==> config.mk <==
export PLATFORM = sky130hd
export DESIGN_NAME = nco_phase_gen
export DESIGN_NICKNAME = d
export VERILOG_FILES = /design/src/rtl/nco_pkg.sv /design/src/rtl/nco_fcw_shadow.sv /design/src/rtl/nco_phase_gen.sv
export SDC_FILE = /design/constraint.sdc
export NUM_CORES = 1
export LEC_CHECK = 0
export ABC_CLOCK_PERIOD_IN_PS = 10300
export BUFFER_PORTS_ARGS = -buffer_cell sky130_fd_sc_hd__buf_2
export CORE_MARGIN = 4
export CORE_UTILIZATION = 31
export CTS_BUF_LIST = sky130_fd_sc_hd__clkbuf_8
export CTS_CLUSTER_SIZE = 10
export DETAILED_ROUTE_END_ITERATION = 6
export GPL_ROUTABILITY_DRIVEN = 0
export GPL_TIMING_DRIVEN = 1
export PLACE_DENSITY = 0.51
export SKIP_LAST_GASP = 1
export SYNTH_ARGS = -nofsm -noshare
export SYNTH_HDL_FRONTEND = slang
export SYNTH_HIERARCHICAL = 1
export SYNTH_SLANG_ARGS = --single-unit
==> constraint.sdc <==
create_clock -name clk_in -period 10.3 [get_ports clk_in]
set_input_delay 1.545 -clock clk_in [delete_from_list [all_inputs] [get_ports clk_in]]
set_output_delay 1.545 -clock clk_in [all_outputs]
set_load 0.1 [all_outputs]
==> src/rtl/nco_pkg.sv <==
// Shared types, default widths and helpers for the NCO phase generator.
// Optional quadrature output is enabled with the NCO_QUAD_EN macro.
package nco_pkg;

    localparam int unsigned ACC_LENGTH_DEF  = 32;
    localparam int unsigned ADDR_LENGTH_DEF = 8;
    localparam int unsigned CNT_LENGTH_DEF  = 16;
    localparam logic [31:0] FCW_INIT_DEF    = 32'h0100_0000;

    typedef enum logic [1:0] {
        IDLE = 2'd0,
        RUN  = 2'd1,
        PEND = 2'd2
    } nco_state_e;

    // Address increment corresponding to +90 degrees of phase.
    function automatic int unsigned QUARTER_OFFSET(input int unsigned addr_length);
        return 32'd1 << (addr_length - 32'd2);
    endfunction

endpackage

==> src/rtl/nco_fcw_shadow.sv <==
// FCW shadow register: valid/ready capture and phase-continuous apply.
module nco_fcw_shadow
    import nco_pkg::*;
#(
    parameter int unsigned           ACC_LENGTH = ACC_LENGTH_DEF,
    parameter logic [ACC_LENGTH-1:0] FCW_INIT   = ACC_LENGTH'(FCW_INIT_DEF)
) (
    input  logic                  clk_in,
    input  logic                  rst_in,
    input  logic [ACC_LENGTH-1:0] fcw_i,
    input  logic                  fcw_valid_i,
    input  logic                  apply_trig_i,
    output logic                  fcw_ready_o,
    output logic [ACC_LENGTH-1:0] fcw_active_o
);

    logic                  empty_q,  empty_d;
    logic [ACC_LENGTH-1:0] shadow_q, shadow_d;
    logic [ACC_LENGTH-1:0] active_q, active_d;

    // Capture on handshake; move shadow to active on the first apply trigger.
    always_comb begin
        empty_d  = empty_q;
        shadow_d = shadow_q;
        active_d = active_q;
        if (fcw_valid_i && empty_q) begin
            shadow_d = fcw_i;
            empty_d  = 1'b0;
        end else if (!empty_q && apply_trig_i) begin
            active_d = shadow_q;
            empty_d  = 1'b1;
        end
    end

    // Shadow and active FCW registers.
    always_ff @(posedge clk_in or posedge rst_in) begin
        if (rst_in) begin
            empty_q  <= 1'b1;
            shadow_q <= '0;
            active_q <= FCW_INIT;
        end else begin
            empty_q  <= empty_d;
            shadow_q <= shadow_d;
            active_q <= active_d;
        end
    end

    assign fcw_ready_o  = empty_q;
    assign fcw_active_o = active_q;

endmodule

==> src/rtl/nco_phase_gen.sv <==
// Phase-accumulator NCO producing lookup ROM addresses and a wrap timebase.
// Define NCO_QUAD_EN to add a +90 degree address output (address_q_out).
module nco_phase_gen
    import nco_pkg::*;
#(
    parameter int unsigned           ACC_LENGTH  = ACC_LENGTH_DEF,
    parameter int unsigned           ADDR_LENGTH = ADDR_LENGTH_DEF,
    parameter logic [ACC_LENGTH-1:0] FCW_INIT    = ACC_LENGTH'(FCW_INIT_DEF),
    parameter int unsigned           CNT_LENGTH  = CNT_LENGTH_DEF
) (
    input  logic                   clk_in,
    input  logic                   rst_in,
    input  logic                   ena_in,
    input  logic                   sync_in,
    input  logic [ACC_LENGTH-1:0]  fcw_in,
    input  logic                   fcw_valid_in,
    output logic                   fcw_ready_out,
    input  logic [ADDR_LENGTH-1:0] phase_in,
    output logic [ADDR_LENGTH-1:0] address_out,
    output logic                   ena_out,
    output logic                   wrap_out,
    output logic [CNT_LENGTH-1:0]  wrap_count_out
`ifdef NCO_QUAD_EN
    ,
    output logic [ADDR_LENGTH-1:0] address_q_out
`endif
);

`ifdef NCO_QUAD_EN
    localparam logic [ADDR_LENGTH-1:0] QUAD_OFS = ADDR_LENGTH'(QUARTER_OFFSET(ADDR_LENGTH));
    logic [ADDR_LENGTH-1:0] addr_q_q, addr_q_d;
`endif

    nco_state_e             state_q, state_d;
    logic [ACC_LENGTH-1:0]  acc_q,   acc_d;
    logic [ADDR_LENGTH-1:0] addr_q,  addr_d;
    logic                   ena_q,   ena_d;
    logic                   wrap_q,  wrap_d;
    logic [CNT_LENGTH-1:0]  cnt_q,   cnt_d;

    logic [ACC_LENGTH-1:0]  fcw_active;
    logic                   fcw_ready;
    logic [ACC_LENGTH:0]    sum_c;
    logic                   wrap_c;
    logic                   apply_trig_c;
    logic                   apply_c;
    logic                   hs_c;

    // Carry out of the accumulator add is the wrap; sync suppresses it.
    assign sum_c        = {1'b0, acc_q} + {1'b0, fcw_active};
    assign wrap_c       = sum_c[ACC_LENGTH] & ena_in & ~sync_in;
    assign apply_trig_c = wrap_c | ~ena_in | sync_in;
    assign apply_c      = ~fcw_ready & apply_trig_c;
    assign hs_c         = fcw_valid_in & fcw_ready;

    nco_fcw_shadow #(
        .ACC_LENGTH (ACC_LENGTH),
        .FCW_INIT   (FCW_INIT)
    ) u_shadow (
        .clk_in       (clk_in),
        .rst_in       (rst_in),
        .fcw_i        (fcw_in),
        .fcw_valid_i  (fcw_valid_in),
        .apply_trig_i (apply_trig_c),
        .fcw_ready_o  (fcw_ready),
        .fcw_active_o (fcw_active)
    );

    // Next-state: FSM, accumulator, address and wrap counter.
    always_comb begin
        state_d = state_q;
        acc_d   = acc_q;
        addr_d  = addr_q;
        ena_d   = ena_in;
        wrap_d  = wrap_c;
        cnt_d   = cnt_q;
`ifdef NCO_QUAD_EN
        addr_q_d = addr_q_q;
`endif

        case (state_q)
            IDLE:    if (ena_in) state_d = (hs_c || (!fcw_ready && !apply_c)) ? PEND : RUN;
            RUN:     if (hs_c) state_d = PEND;
            PEND:    if (apply_c) state_d = RUN;
            default: state_d = IDLE;
        endcase
        if (!ena_in) state_d = IDLE;

        if (sync_in) begin
            acc_d = '0;
        end else if (ena_in) begin
            acc_d = sum_c[ACC_LENGTH-1:0];
        end

        if (ena_in) begin
            addr_d = sync_in ? phase_in : (acc_q[ACC_LENGTH-1 -: ADDR_LENGTH] + phase_in);
        end

        if (wrap_c) cnt_d = cnt_q + CNT_LENGTH'(1);

`ifdef NCO_QUAD_EN
        if (ena_in) addr_q_d = addr_d + QUAD_OFS;
`endif
    end

    // State and output registers.
    always_ff @(posedge clk_in or posedge rst_in) begin
        if (rst_in) begin
            state_q <= IDLE;
            acc_q   <= '0;
            addr_q  <= '0;
            ena_q   <= 1'b0;
            wrap_q  <= 1'b0;
            cnt_q   <= '0;
`ifdef NCO_QUAD_EN
            addr_q_q <= '0;
`endif
        end else begin
            state_q <= state_d;
            acc_q   <= acc_d;
            addr_q  <= addr_d;
            ena_q   <= ena_d;
            wrap_q  <= wrap_d;
            cnt_q   <= cnt_d;
`ifdef NCO_QUAD_EN
            addr_q_q <= addr_q_d;
`endif
        end
    end

    assign fcw_ready_out  = fcw_ready;
    assign address_out    = addr_q;
    assign ena_out        = ena_q;
    assign wrap_out       = wrap_q;
    assign wrap_count_out = cnt_q;
`ifdef NCO_QUAD_EN
    assign address_q_out  = addr_q_q;
`endif

endmodule

# Word-level counts from Yosys, hierarchy flattened

Cells that the tools add are included.

Register bits: 123
Memories kept: 0
Output and inout port bits: 27
Memory bits (writable): 0
Bits in read-only memories: 0
Bits in latches: 0
Input port bits: 45
Word-level logic and storage cells: 29

Mux-type cells: 5
Div/mod/pow operators: 0
Shift-type cells: 0
Bitwise logic cells: 7
Reduce and logical (&&, ||, !) cells: 6
Order comparisons: 0
Equality and inequality tests: 0
$mul: 0
$add $sub $neg: 3

Operators with widths:

| kind                    | number |
|---|---|
| $mux W32                | 2 |
| $add A32 B32 Y33        | 1 |
| $add A16 B1 Y16 const B | 1 |
| $add A8 B8 Y8           | 1 |
| $mux W8                 | 1 |
| $reduce_bool A2 Y1      | 2 |
| $not A1 Y1              | 3 |
| $and A1 B1 Y1           | 2 |
| $logic_and A1 B1 Y1     | 2 |
| $mux W1                 | 2 |
| $or A1 B1 Y1            | 2 |
| $reduce_and A2 Y1       | 1 |
| $logic_not A1 Y1        | 1 |

# Depth between registers and ports, before layout

Gate-level depths: netlist (run 1).

Word-level depth: 8
Gate-level depth with buffers: 14
Mapped depth without buffers: 12

# By module

Netlist (run 1), hierarchy kept.

By module, submodules not included:

| module         | area an instance (µm²) | cells each | sequential area each (µm²) | times used |
|---|---|---|---|---|
| nco_phase_gen  | 4400.5                 | 491        | 1451.4                     | 1 |
| nco_fcw_shadow | 2548.7                 | 141        | 1629.1                     | 1 |

# Least setup slack after synthesis (run 1)

No wires, ideal clock.

Path kind: input to register
Start: in phase_in[1]
End: reg addr_q[7] (netlist: address_out[7])
Cell stages on the path: 10
Buffers on the path: 0
Arrival time: 3.192 ns
Slack: 7.026 ns
Required time: 10.218 ns
Path through: ha_1 a21o_1 a21oi_1 o21bai_1 a21oi_1 o21bai_1 a21oi_1 xor2_1 or3_1 a31oi_1

Word-level cells in the longest chain between the ends: 2

RTL lines:

| item                 | line                 | text |
|---|---|---|
| start, declared      | nco_phase_gen.sv:18  | `input logic [ADDR_LENGTH-1:0] phase_in,` |
| $add A8 B8 Y8        | nco_phase_gen.sv:96  | `addr_d = sync_in ? phase_in : (acc_q[ACC_LENGTH-1 -: ADDR_LENGTH] + phase_in);` |
| $mux W8              | nco_phase_gen.sv:96  |  |
| end signal, assigned | nco_phase_gen.sv:121 | `addr_q <= addr_d;` |
| end, declared        | nco_phase_gen.sv:36  | `logic [ADDR_LENGTH-1:0] addr_q, addr_d;` |

Every way passes these cells.
A chain may end at the register's enable or synchronous reset.

# Worst setup path in the final report (run 1)

Start: reg acc_q[0]
End: reg cnt_q[15] (netlist: wrap_count_out[15])

Word-level cells in the longest chain between the ends: 3

RTL lines:

| item                        | line                 | text |
|---|---|---|
| start, declared             | nco_phase_gen.sv:35  | `logic [ACC_LENGTH-1:0] acc_q, acc_d;` |
| start signal, assigned      | nco_phase_gen.sv:110 | `acc_q <= '0;` |
| start signal, assigned      | nco_phase_gen.sv:120 | `acc_q <= acc_d;` |
| $add A32 B32 Y33            | nco_phase_gen.sv:50  | `assign sum_c = {1'b0, acc_q} + {1'b0, fcw_active};` |
| $and A1 B1 Y1 (2 in series) | nco_phase_gen.sv:51  | `assign wrap_c = sum_c[ACC_LENGTH] & ena_in & ~sync_in;` |
| end signal, assigned        | nco_phase_gen.sv:124 | `cnt_q <= cnt_d;` |
| end, declared               | nco_phase_gen.sv:39  | `logic [CNT_LENGTH-1:0] cnt_q, cnt_d;` |

Every way passes these cells.

==> impl_metrics.yaml, run 1 <==
worst_setup_path:
  critPathRequiredTime_ps: 10610
  setup.worst_path.start_class: "flip-flop"
  kind_of_capture_point_of_the_worst_setup_path: "flip-flop"
  maximum_fanout_along_the_worst_path: 17
  cp_data_arrival_time_ps: 4110
  r2r_cells: 11
  critPathKind: "reg2reg"
sta:
  timing.fmax_mhz: 263
  final-hold-violation-count: 0
  setup-violations-final: 0
  setup_ws_ps: 6490
  transition_at_the_pin_with_the_smallest_max_transition_slack_ps: 1070
  final.setup_skew_ps: 13.7
  rsz_0062_raised_after_global_routing: "false"
  fin_tns_setup_ps: 0
  slew_headroom_pct: 28.1
  period_share_pct: 37.0
  timing.final.max_slew_violations: 0
  minimum_clock_period_ps: 3810
synthesis:
  post_synth_xor_area_fraction_pct: 5.67
  synth-adder-area-share_pct: 7.78
  synth_cell_type_count: 63
  synth.mux.area_fraction_pct: 15.2
  synth_edf_count: 0
  synth_top_area_cell: "sky130_fd_sc_hd__dfrtp_1"
  yosysSeqAreaShare_pct: 44.3
  asyncSetResetFlopFracSynth_pct: 100
  synth_top_area_share_pct: 43.6
  synthCells: 632
  post_synth_instance_area_mm2: 0.00695
  biggest_area_contributors_in_the_synthesized_netlist: "sky130_fd_sc_hd__dfrtp_1, sky130_fd_sc_hd__ha_1, sky130_fd_sc_hd__mux2_4"
  synth.cells.most_frequent: "sky130_fd_sc_hd__dfrtp_1, sky130_fd_sc_hd__nor2_1, sky130_fd_sc_hd__a21oi_1, sky130_fd_sc_hd__ha_1, sky130_fd_sc_hd__mux2_2"
  dominant_combinational_cell_family_by_area_after_synthesis: "multiplexers"
  synthMostInstantiatedCell: "sky130_fd_sc_hd__dfrtp_1"
  post_synth_and_or_nand_nor_area_fraction_pct: 9.78
  synth.avg_cell_area_um2: 11.0
  syn-num-nets: 719
  yosys_register_bits: 123
  synth-compound-area-share_pct: 14.1
  synth_top_flop_cell: "sky130_fd_sc_hd__dfrtp_1"
  ys_warn_count: 6
clocking:
  tritoncts: "built"
  cts_setup_buffers: 0
  ctsResizeCount: 0
  clockBufferDepth: 2
  tritoncts.num_buffers: 17
  htree_num_levels: 4
  source_to_sink_clock_delay_at_the_later_pin_of_the_worst_skew_pair_ps: 430
  clockRootBuffer: "sky130_fd_sc_hd__clkbuf_8"
  tritoncts_num_sinks: 123
  cts-hold-fix-buffers: 0
  path_clk_slew_ps: 80
global_routing:
  antenna_found_initial: 0
  grt_overflow_total: 0
  grt_pass1_vias: 5074
  grt_use_total_pct: 12.7
  grt_pass1_wl_um: 25100
  grt_start_max_net_pins: 66
routing:
  drt_pass1_iterations: 5
  avgRoutedWirePerCell_um: 15.4
  drt_drc_violations_left: 0
  drt_wl_total_um: 15300
  dr_total_vias: 4900
  route.detailed.vias_per_inst: 4.93
  antenna_left: 0
  drt-initial-drc-count: 245
power:
  max-vdd-ir-drop_mv: 0.113
  p_leak_uw: 0.00387
  p_per_area_mw_per_mm2: 337
floorplan:
  placeableCoreArea_mm2: 0.0220
  fp.dieArea_mm2: 0.0249
  die-width_um: 158
  placementRows: 54
  initial_core_util_pct: 31.6
  floorplan.die.height_um: 158
  io-pin-count: 72
worst_hold_path:
  timing.hold.worst_path_depth: 1
  holdCritPathClass: "reg2reg"
placed_design:
  port-buffer-count: 71
  pre_cts_ws_ps: 6420
  post-dp-hpwl_um: 11000
  detailed_place.area_mm2: 0.00755
layout:
  diodes: 0
  areaGrowthSynthToFinish_pct: 14.9
  layout.core_utilization_pct: 36.4
  post_route_cells_drive_above_1_share_pct: 26.6
  fin_nets: 787
  finalInstanceArea_mm2: 0.00798
job:
  max_cap_viol_count: 0
run_status:
  outcome: "complete, no violations"
==> through the flow <==
step / power, uW / hold slack [ps] / cells
final: 2690 / 463 / 993
after global routing: 2900 / 496 / 993
after CTS: 2720 / 471 / 993
after detailed placement: 2230 / 456 / 961
after global placement: 2200 / 472 / 961
after floorplan: 1960 / 456 / 632
==> final cells by class <==
| cell class | instances | area (um2) |
|---|---|---|
| clock buffer | 19 | 262 |
| clock inverter | 13 | 175 |
| fill | 2177 | 14000 |
| inverter | 21 | 78.8 |
| multi-input combinational | 462 | 3650 |
| sequential | 123 | 3080 |
| tap | 280 | 350 |
| timing repair buffer | 75 | 385 |
==> worst max-delay path, cell delays in order, from the launching register on <==
cell and delay (ps):
sky130_fd_sc_hd__dfrtp_1 380, sky130_fd_sc_hd__ha_1 240, sky130_fd_sc_hd__fa_1 410, sky130_fd_sc_hd__a21o_1 170, sky130_fd_sc_hd__a21o_1 210, sky130_fd_sc_hd__a21o_1 220, sky130_fd_sc_hd__a2111oi_4 360, sky130_fd_sc_hd__or4_1 250
sky130_fd_sc_hd__a21oi_4 90, sky130_fd_sc_hd__o41ai_4 940, sky130_fd_sc_hd__nor4_1 200, sky130_fd_sc_hd__xor2_1 190
==> path summary, 6_finish.rpt <==
kind / end / slack (ps) / startpoint
max: wrap_count_out[15] / 6490 / acc_q[0]
max in group asynchronous: u_shadow/shadow_q[28] / 8400 / rst_in
min: wrap_count_out[15] / 460 / wrap_count_out[15]
min in group asynchronous: u_shadow/shadow_q[8] / 1360 / rst_in
min reg2reg: wrap_count_out[15] / 460 / wrap_count_out[15]
max reg2reg: wrap_count_out[15] / 6490 / acc_q[0]
==> cell families (layout without fill, tap and decap cells) <==
group,Yosys count,after routing
buffers and inverters,47,128
adder cells (fa/ha/maj),42,42
AND/OR/NAND/NOR,143,143
XOR/XNOR,45,45
AO/OA/AOI/OAI,146,146
flip-flops,123,123
multiplexers,86,86
==> state kept, by name (all words and copies together), names as in the netlist <==
register and flops:
ena_out 1, u_shadow/shadow_q 32, address_out 8, acc_q 32, u_shadow/fcw_active_o 32, wrap_out 1, wrap_count_out 16, u_shadow/fcw_ready_o 1
==> cell usage in the layout (no fill, tap or decap), drive strengths merged, types with 4 or more instances in the layout <==
cell type	n
a211oi	6
a21o	23
a21oi	55
a31oi	5
buf	75
bufinv	4
clkbuf	19
clkinv	5
dfrtp	121
ha	40
inv	23
mux2	65
mux2i	21
nand2	27
nand2b	4
nand3	10
nand4	8
nor2	61
nor2b	6
nor3	7
nor4	6
o21a	4
o21ai	23
o21bai	4
or3	5
xnor2	25
xor2	20
==> power by group <==
group	total, uW	internal, uW	leakage [uW]	switching, uW
combinational	1400	636	0.00215	768
clock	472	274	0.000224	198
sequential	817	681	0.00150	136
==> layer usage <==
metal / vias to the layer above / GRT usage (%) / share of wire (%)
li1: 2403 / - / -
met1: 2378 / 16.2 / 46
met2: 102 / 21.0 / 48
met3: 17 / 3.31 / 4.1
met4: 0 / 4.14 / 2.0
met5: - / 0 / 0
No activity file was read; power rests on OpenSTA's default activity.
==> run 2: changes to the inputs <==
--- a/config.mk
+++ b/config.mk
@@ -5,7 +5,8 @@
 export SDC_FILE = /design/constraint.sdc
 export NUM_CORES = 1
 export LEC_CHECK = 0
-export ABC_CLOCK_PERIOD_IN_PS = 10300
+export ABC_AREA = 1
+export ABC_CLOCK_PERIOD_IN_PS = 3100
 export BUFFER_PORTS_ARGS = -buffer_cell sky130_fd_sc_hd__buf_2
 export CORE_MARGIN = 4
 export CORE_UTILIZATION = 31
@@ -14,7 +15,7 @@
 export DETAILED_ROUTE_END_ITERATION = 6
 export GPL_ROUTABILITY_DRIVEN = 0
 export GPL_TIMING_DRIVEN = 1
-export PLACE_DENSITY = 0.51
+export PLACE_DENSITY = 0.53
 export SKIP_LAST_GASP = 1
 export SYNTH_ARGS = -nofsm -noshare
 export SYNTH_HDL_FRONTEND = slang
==> constraint.sdc (replaced) <==
create_clock -name clk_in -period 3.1 [get_ports clk_in]
set_input_delay 0.465 -clock clk_in [delete_from_list [all_inputs] [get_ports clk_in]]
set_output_delay 0.465 -clock clk_in [all_outputs]
set_load 0.1 [all_outputs]
==> impl_metrics.yaml, run 2 <==
run_status:
  outcome: "complete, no violations"
routing:
  top_signal_layer_used: "met4"
  route.detailed.vias_per_inst: 4.57
  drt_drc_violations_left: 0
  dr_total_vias: 7090
  routed-wl-met2_um: 8620
  drt-initial-drc-count: 370
  avgRoutedWirePerCell_um: 13.2
  routed-wl-met3_um: 961
  wirelength_met1_um: 10600
  drt_pass1_iterations: 5
  antenna_left: 0
  drt_wl_total_um: 20500
sta:
  final-hold-violation-count: 0
  rsz_0062_raised_after_global_routing: "false"
  final.setup_skew_ps: 21.2
  slew_headroom_pct: 58.3
  minimum_clock_period_ps: 2550
  timing.fmax_mhz: 392
  fin_tns_setup_ps: 0
  final.hold.worst_slack_ps: 31.1
  setup-violations-final: 0
  transition_at_the_pin_with_the_smallest_max_transition_slack_ps: 625
  period_share_pct: 82.3
  timing.final.max_slew_violations: 0
layout:
  post_route_cells_drive_above_1_share_pct: 13.3
  layout.cells.most_common: "sky130_fd_sc_hd__nand2_1"
  fin_nets: 1297
  layout.filler_cells: 2779
  most_used_cells_in_the_layout_excluding_fill_and_tap_cells: "sky130_fd_sc_hd__nand2_1, sky130_fd_sc_hd__inv_1, sky130_fd_sc_hd__nand3_1, sky130_fd_sc_hd__dfrtp_1, sky130_fd_sc_hd__buf_2"
  areaGrowthSynthToFinish_pct: 12.8
  diodes: 0
synthesis:
  synthCells: 1142
  synth_cell_type_count: 44
  synthMostInstantiatedCell: "sky130_fd_sc_hd__nand2_1"
  asyncSetResetFlopFracSynth_pct: 100
  synth.cells.most_frequent: "sky130_fd_sc_hd__nand2_1, sky130_fd_sc_hd__inv_1, sky130_fd_sc_hd__nand3_1, sky130_fd_sc_hd__dfrtp_1, sky130_fd_sc_hd__nor2_1"
  syn-num-nets: 1229
  ys_warn_count: 6
  synth_top_area_cell: "sky130_fd_sc_hd__dfrtp_1"
  synth.avg_cell_area_um2: 7.00
  synth_top_flop_cell: "sky130_fd_sc_hd__dfrtp_1"
  yosys_register_bits: 123
  post_synth_instance_area_mm2: 0.00799
  yosysSeqAreaShare_pct: 38.5
  synth_top_area_share_pct: 37.9
  biggest_area_contributors_in_the_synthesized_netlist: "sky130_fd_sc_hd__dfrtp_1, sky130_fd_sc_hd__nand2_1, sky130_fd_sc_hd__nand3_1"
  synth_edf_count: 0
global_routing:
  grt_overflow_total: 0
  antenna_found_initial: 0
  grt_pass1_wl_um: 34300
  grt_start_max_net_pins: 36
  grt_use_total_pct: 14.8
  grt_pass1_vias: 6744
worst_setup_path:
  setup.worst_path.start_class: "flip-flop"
  critPathRequiredTime_ps: 3440
  kind_of_capture_point_of_the_worst_setup_path: "flip-flop"
  critPathKind: "reg2reg"
  cp_data_arrival_time_ps: 2890
  maximum_fanout_along_the_worst_path: 32
floorplan:
  placeableCoreArea_mm2: 0.0253
  die-width_um: 169
  initial_core_util_pct: 31.6
  placementRows: 58
  floorplan.die.height_um: 169
  io-pin-count: 72
  fp.dieArea_mm2: 0.0284
placed_design:
  post-dp-hpwl_um: 15600
  port-buffer-count: 71
clocking:
  tritoncts_num_sinks: 123
  ctsResizeCount: 0
  tritoncts.num_buffers: 17
  source_to_sink_clock_delay_at_the_later_pin_of_the_worst_skew_pair_ps: 460
  clockBufferDepth: 2
  tritoncts: "built"
  path_clk_slew_ps: 80
  cts_setup_buffers: 0
  clockRootBuffer: "sky130_fd_sc_hd__clkbuf_8"
  cts-hold-fix-buffers: 0
  htree_num_levels: 4
job:
  max_cap_viol_count: 0
worst_hold_path:
  holdCritPathClass: "in2async"
power:
  p_per_area_mw_per_mm2: 817
  p_leak_uw: 0.00515
  max-vdd-ir-drop_mv: 0.515
## run 2: changes by cell type after synthesis, moves of 15 or more
cell                      delta
sky130_fd_sc_hd__a21o_1     -22
sky130_fd_sc_hd__nand2_1   +439
sky130_fd_sc_hd__mux2_4     -30
sky130_fd_sc_hd__xnor2_1    -19
sky130_fd_sc_hd__inv_1     +112
sky130_fd_sc_hd__a21oi_1    -15
sky130_fd_sc_hd__mux2i_1    -21
sky130_fd_sc_hd__nand2_2    +21
sky130_fd_sc_hd__mux2_2     -35
sky130_fd_sc_hd__nand3_1   +115
## run 2: cells by family after synthesis
kind of cell               after synthesis  share of synthesized area, %
AOI/OAI and AO/OA                       78                          5.42
adders and majority gates               42                          6.76
DFF                                    123                          38.5
and+or+nand+nor                        708                          38.0
xor gates and xnor gates                18                          1.97
buffers and inverters                  173                          9.30
## run 2: power breakdown
part | switching, uW | internal, uW | total (uW)
registers | 434 | 2180 | 2620
clock network | 785 | 663 | 1450
logic | 2280 | 1020 | 3300
## run 2: final timing paths
path                                  startpoint                        to  slack, ps  cells past startpoint
max                                     acc_q[0]  u_shadow/fcw_active_o[2]        550                     13
min                                       rst_in                 acc_q[22]         30                      2
max reg2reg                             acc_q[0]  u_shadow/fcw_active_o[2]        550                     13
min reg2reg                u_shadow/shadow_q[24]     u_shadow/shadow_q[24]        480                      2
max in group asynchronous                 rst_in      u_shadow/fcw_ready_o       2250                      3
min in group clk_in                    fcw_in[4]      u_shadow/shadow_q[4]        210                      3
## run 2: through the flow
step	area (um2)	instances	total power [uW]	setup slack [ps]	utilization [%]
2_1_floorplan	7990	1142	5190	913	-
3_3_place_gp	8630	1521	5930	628	34.2
3_5_place_dp	8630	1521	5960	552	34.2
4_1_cts	9010	1553	7450	535	35.7
5_1_grt	9010	1553	8050	329	35.7
6_report	9010	1553	7360	549	35.7
## run 2: cell type report
class / count / area, um2 / share of cell area (%)
repair buffers: 81 / 430 / 4.77
clock inverters: 15 / 154 / 1.71
well taps: 330 / 413 / 4.58
flip-flops and latches: 123 / 3080 / 34.2
multi-input cells: 846 / 4170 / 46.3
clock buffers: 17 / 234 / 2.60
inverters: 141 / 532 / 5.90
## run 2: worst max-delay path, cell delays in order (launching register included)
cell and delay, ps:
sky130_fd_sc_hd__dfrtp_1 380, sky130_fd_sc_hd__ha_1 240, sky130_fd_sc_hd__fa_1 450, sky130_fd_sc_hd__nand3_1 110
sky130_fd_sc_hd__nand3_2 140, sky130_fd_sc_hd__nand2_2 90, sky130_fd_sc_hd__nand2_2 60, sky130_fd_sc_hd__nand2_2 80
sky130_fd_sc_hd__nand2_4 60, sky130_fd_sc_hd__nand2_4 90, sky130_fd_sc_hd__nand3_1 210, sky130_fd_sc_hd__buf_4 320
sky130_fd_sc_hd__nand3_1 140, sky130_fd_sc_hd__nand2_1 60
## run 2: metal layers
layer  up-vias  global-route usage, %
met2       130                   22.4
li1       3738                      -
met4         0                   3.25
met1      3204                   22.1
met3        18                   2.85
met5         -                      0
==> run 3: changes to the inputs <==
--- a/config.mk
+++ b/config.mk
@@ -6,7 +6,7 @@
 export NUM_CORES = 1
 export LEC_CHECK = 0
 export ABC_AREA = 1
-export ABC_CLOCK_PERIOD_IN_PS = 3100
+export ABC_CLOCK_PERIOD_IN_PS = 2180
 export BUFFER_PORTS_ARGS = -buffer_cell sky130_fd_sc_hd__buf_2
 export CORE_MARGIN = 4
 export CORE_UTILIZATION = 31
==> constraint.sdc (replaced) <==
create_clock -name clk_in -period 2.18 [get_ports clk_in]
set_input_delay 0.327 -clock clk_in [delete_from_list [all_inputs] [get_ports clk_in]]
set_output_delay 0.327 -clock clk_in [all_outputs]
set_load 0.1 [all_outputs]
==> impl_metrics.yaml, run 3 (synthesis gave the netlist of run 2 again) <==
run_status:
  outcome: "complete, no violations"
worst_setup_path:
  r2r_setup_slack_ps: 50
  cp_data_arrival_time_ps: 2470
  endpoint_of_the_worst_slack_reg_to_reg_timing_path: "u_shadow/fcw_active_o[21]"
  crit_end: "u_shadow/fcw_active_o[21]"
  timing.critical_path.from: "acc_q[25]"
  maximum_fanout_along_the_worst_path: 7
  critPathKind: "reg2reg"
  setup.worst_path.start_class: "flip-flop"
  critPathRequiredTime_ps: 2520
  kind_of_capture_point_of_the_worst_setup_path: "flip-flop"
  r2r_cells: 11
  critical_path.reg2reg.startpoint: "acc_q[25]"
job:
  max_cap_viol_count: 0
global_routing:
  grt_use_total_pct: 15.6
  antenna_found_initial: 0
  grt_pass1_wl_um: 36300
  grt_start_max_net_pins: 40
  grt_overflow_total: 0
  grt_pass1_vias: 7176
sta:
  rsz_0062_raised_after_global_routing: "true"
  final.hold.worst_slack_ps: 87.3
  minimum_clock_period_ps: 2130
  setup-violations-final: 0
  slew_headroom_pct: 61.3
  timing.fmax_mhz: 469
  transition_at_the_pin_with_the_smallest_max_transition_slack_ps: 578
  timing.final.max_slew_violations: 0
  fin_tns_setup_ps: 0
  final-hold-violation-count: 0
  final.setup_skew_ps: 16.8
  period_share_pct: 97.7
floorplan:
  placeableCoreArea_mm2: 0.0253
  placementRows: 58
  fp.dieArea_mm2: 0.0284
  initial_core_util_pct: 31.6
  floorplan.die.height_um: 169
  io-pin-count: 72
  die-width_um: 169
layout:
  multi_input_comb_area_mm2: 0.00452
  post_route_cells_drive_above_1_share_pct: 22.2
  layout.filler_cells: 2681
  layout.cells.most_common: "sky130_fd_sc_hd__nand2_1"
  regArea_mm2: 0.00308
  diodes: 0
  areaGrowthSynthToFinish_pct: 25.6
  fin_nets: 1368
  finalNonFillerCells: 1624
  layout.core_utilization_pct: 39.8
  most_used_cells_in_the_layout_excluding_fill_and_tap_cells: "sky130_fd_sc_hd__nand2_1, sky130_fd_sc_hd__inv_1, sky130_fd_sc_hd__nand3_1, sky130_fd_sc_hd__dfrtp_1, sky130_fd_sc_hd__buf_2"
routing:
  drt-initial-drc-count: 430
  drt_pass1_iterations: 5
  antenna_left: 0
  drt_wl_total_um: 22300
  avgRoutedWirePerCell_um: 13.7
  route.detailed.vias_per_inst: 4.60
  dr_total_vias: 7465
  drt_drc_violations_left: 0
clocking:
  source_to_sink_clock_delay_at_the_later_pin_of_the_worst_skew_pair_ps: 450
  tritoncts: "built"
  clockBufferDepth: 2
  clockRootBuffer: "sky130_fd_sc_hd__clkbuf_8"
  tritoncts.num_buffers: 17
  tritoncts_num_sinks: 123
  path_clk_slew_ps: 90
  htree_num_levels: 4
power:
  p_per_area_mw_per_mm2: 1200
  power.share.clock_pct: 17.4
  power.share.switching_pct: 45.3
  max-vdd-ir-drop_mv: 0.808
  cellInternalPower_uw: 6610
  post-layout-total-power_uw: 12100
  p_leak_uw: 0.00560
  share_seq_of_total_power_pct: 32.1
  comb_power_share_pct: 50.5
  power.net_switching_uw: 5490
placed_design:
  port-buffer-count: 71
  place_inst: 1574
  post-dp-hpwl_um: 16400
worst_hold_path:
  holdCritPathClass: "in2reg"
==> run 3: timing repair <==
item,in CTS,in global routing
resized for setup,5,62
hold endpoints to repair,35,0
hold buffers,1,0
pin swaps,1,11
setup endpoints to repair,34,66
gates cloned,0,7
buffers inserted,0,10
==> run 3: power groups by stage <==
stage / combinational (uW) / sequential [uW] / clock [uW]
after floorplan: 3410 / 3980 / 0
after global placement: 5330 / 3790 / 0
after detailed placement: 5400 / 3790 / 0
after CTS: 5440 / 3750 / 2160
after global routing: 6850 / 3990 / 2240
final: 6100 / 3880 / 2110
==> run 3: layout make-up <==
type                            count  share of cell area, %
Timing Repair Buffer              151                   11.0
Clock buffer                       19                   2.60
Inverter                          141                   5.30
Multi-Input combinational cell    847                   45.0
Sequential cell                   123                   30.7
Clock inverter                     13                   1.31
Tap cell                          330                   4.11
==> run 3: worst max-delay path, cell delays in order (launching register included) <==
cell and delay (ps):
sky130_fd_sc_hd__dfrtp_1 420, sky130_fd_sc_hd__ha_2 380, sky130_fd_sc_hd__nand2_2 80, sky130_fd_sc_hd__nor2_2 140, sky130_fd_sc_hd__nand2_2 90, sky130_fd_sc_hd__nor2_1 190, sky130_fd_sc_hd__nor2_4 80, sky130_fd_sc_hd__nand3_4 170
sky130_fd_sc_hd__nand2_8 120, sky130_fd_sc_hd__buf_12 190, sky130_fd_sc_hd__nand2_1 70, sky130_fd_sc_hd__nand2_1 50
==> run 3: how the worst min path moves through the flow <==
| stage | from | end | depth (start not counted) |
|---|---|---|---|
| 2_1_floorplan | ena_in | ena_out | 0 |
| 4_1_cts | fcw_in[15] | u_shadow/shadow_q[15] | 3 |
| 3_3_place_gp | rst_in | u_shadow/fcw_active_o[31] | 2 |
| 5_1_grt | fcw_in[4] | u_shadow/shadow_q[4] | 3 |
| 6_report | fcw_in[16] | u_shadow/shadow_q[16] | 3 |
| 3_5_place_dp | rst_in | u_shadow/fcw_active_o[31] | 2 |
==> run 3: metal layers <==
metal	routed length [um]	part of all wire, %	track usage (%)	vias up
li1	-	-	-	3872
met1	11200	50	23.3	3423
met2	9700	44	23.4	148
met3	1040	4.7	2.80	22
met4	287	1.3	3.99	0
met5	0	0	0	-
==> run 3: per-stage QoR <==
step	cell area [um2]	setup slack [ps]
floorplan	8000	0.888
global placement	9060	-53.1
detailed placement	9060	-102
CTS	9490	-17.7
global route	10000	-50.4
finish	10000	49.8
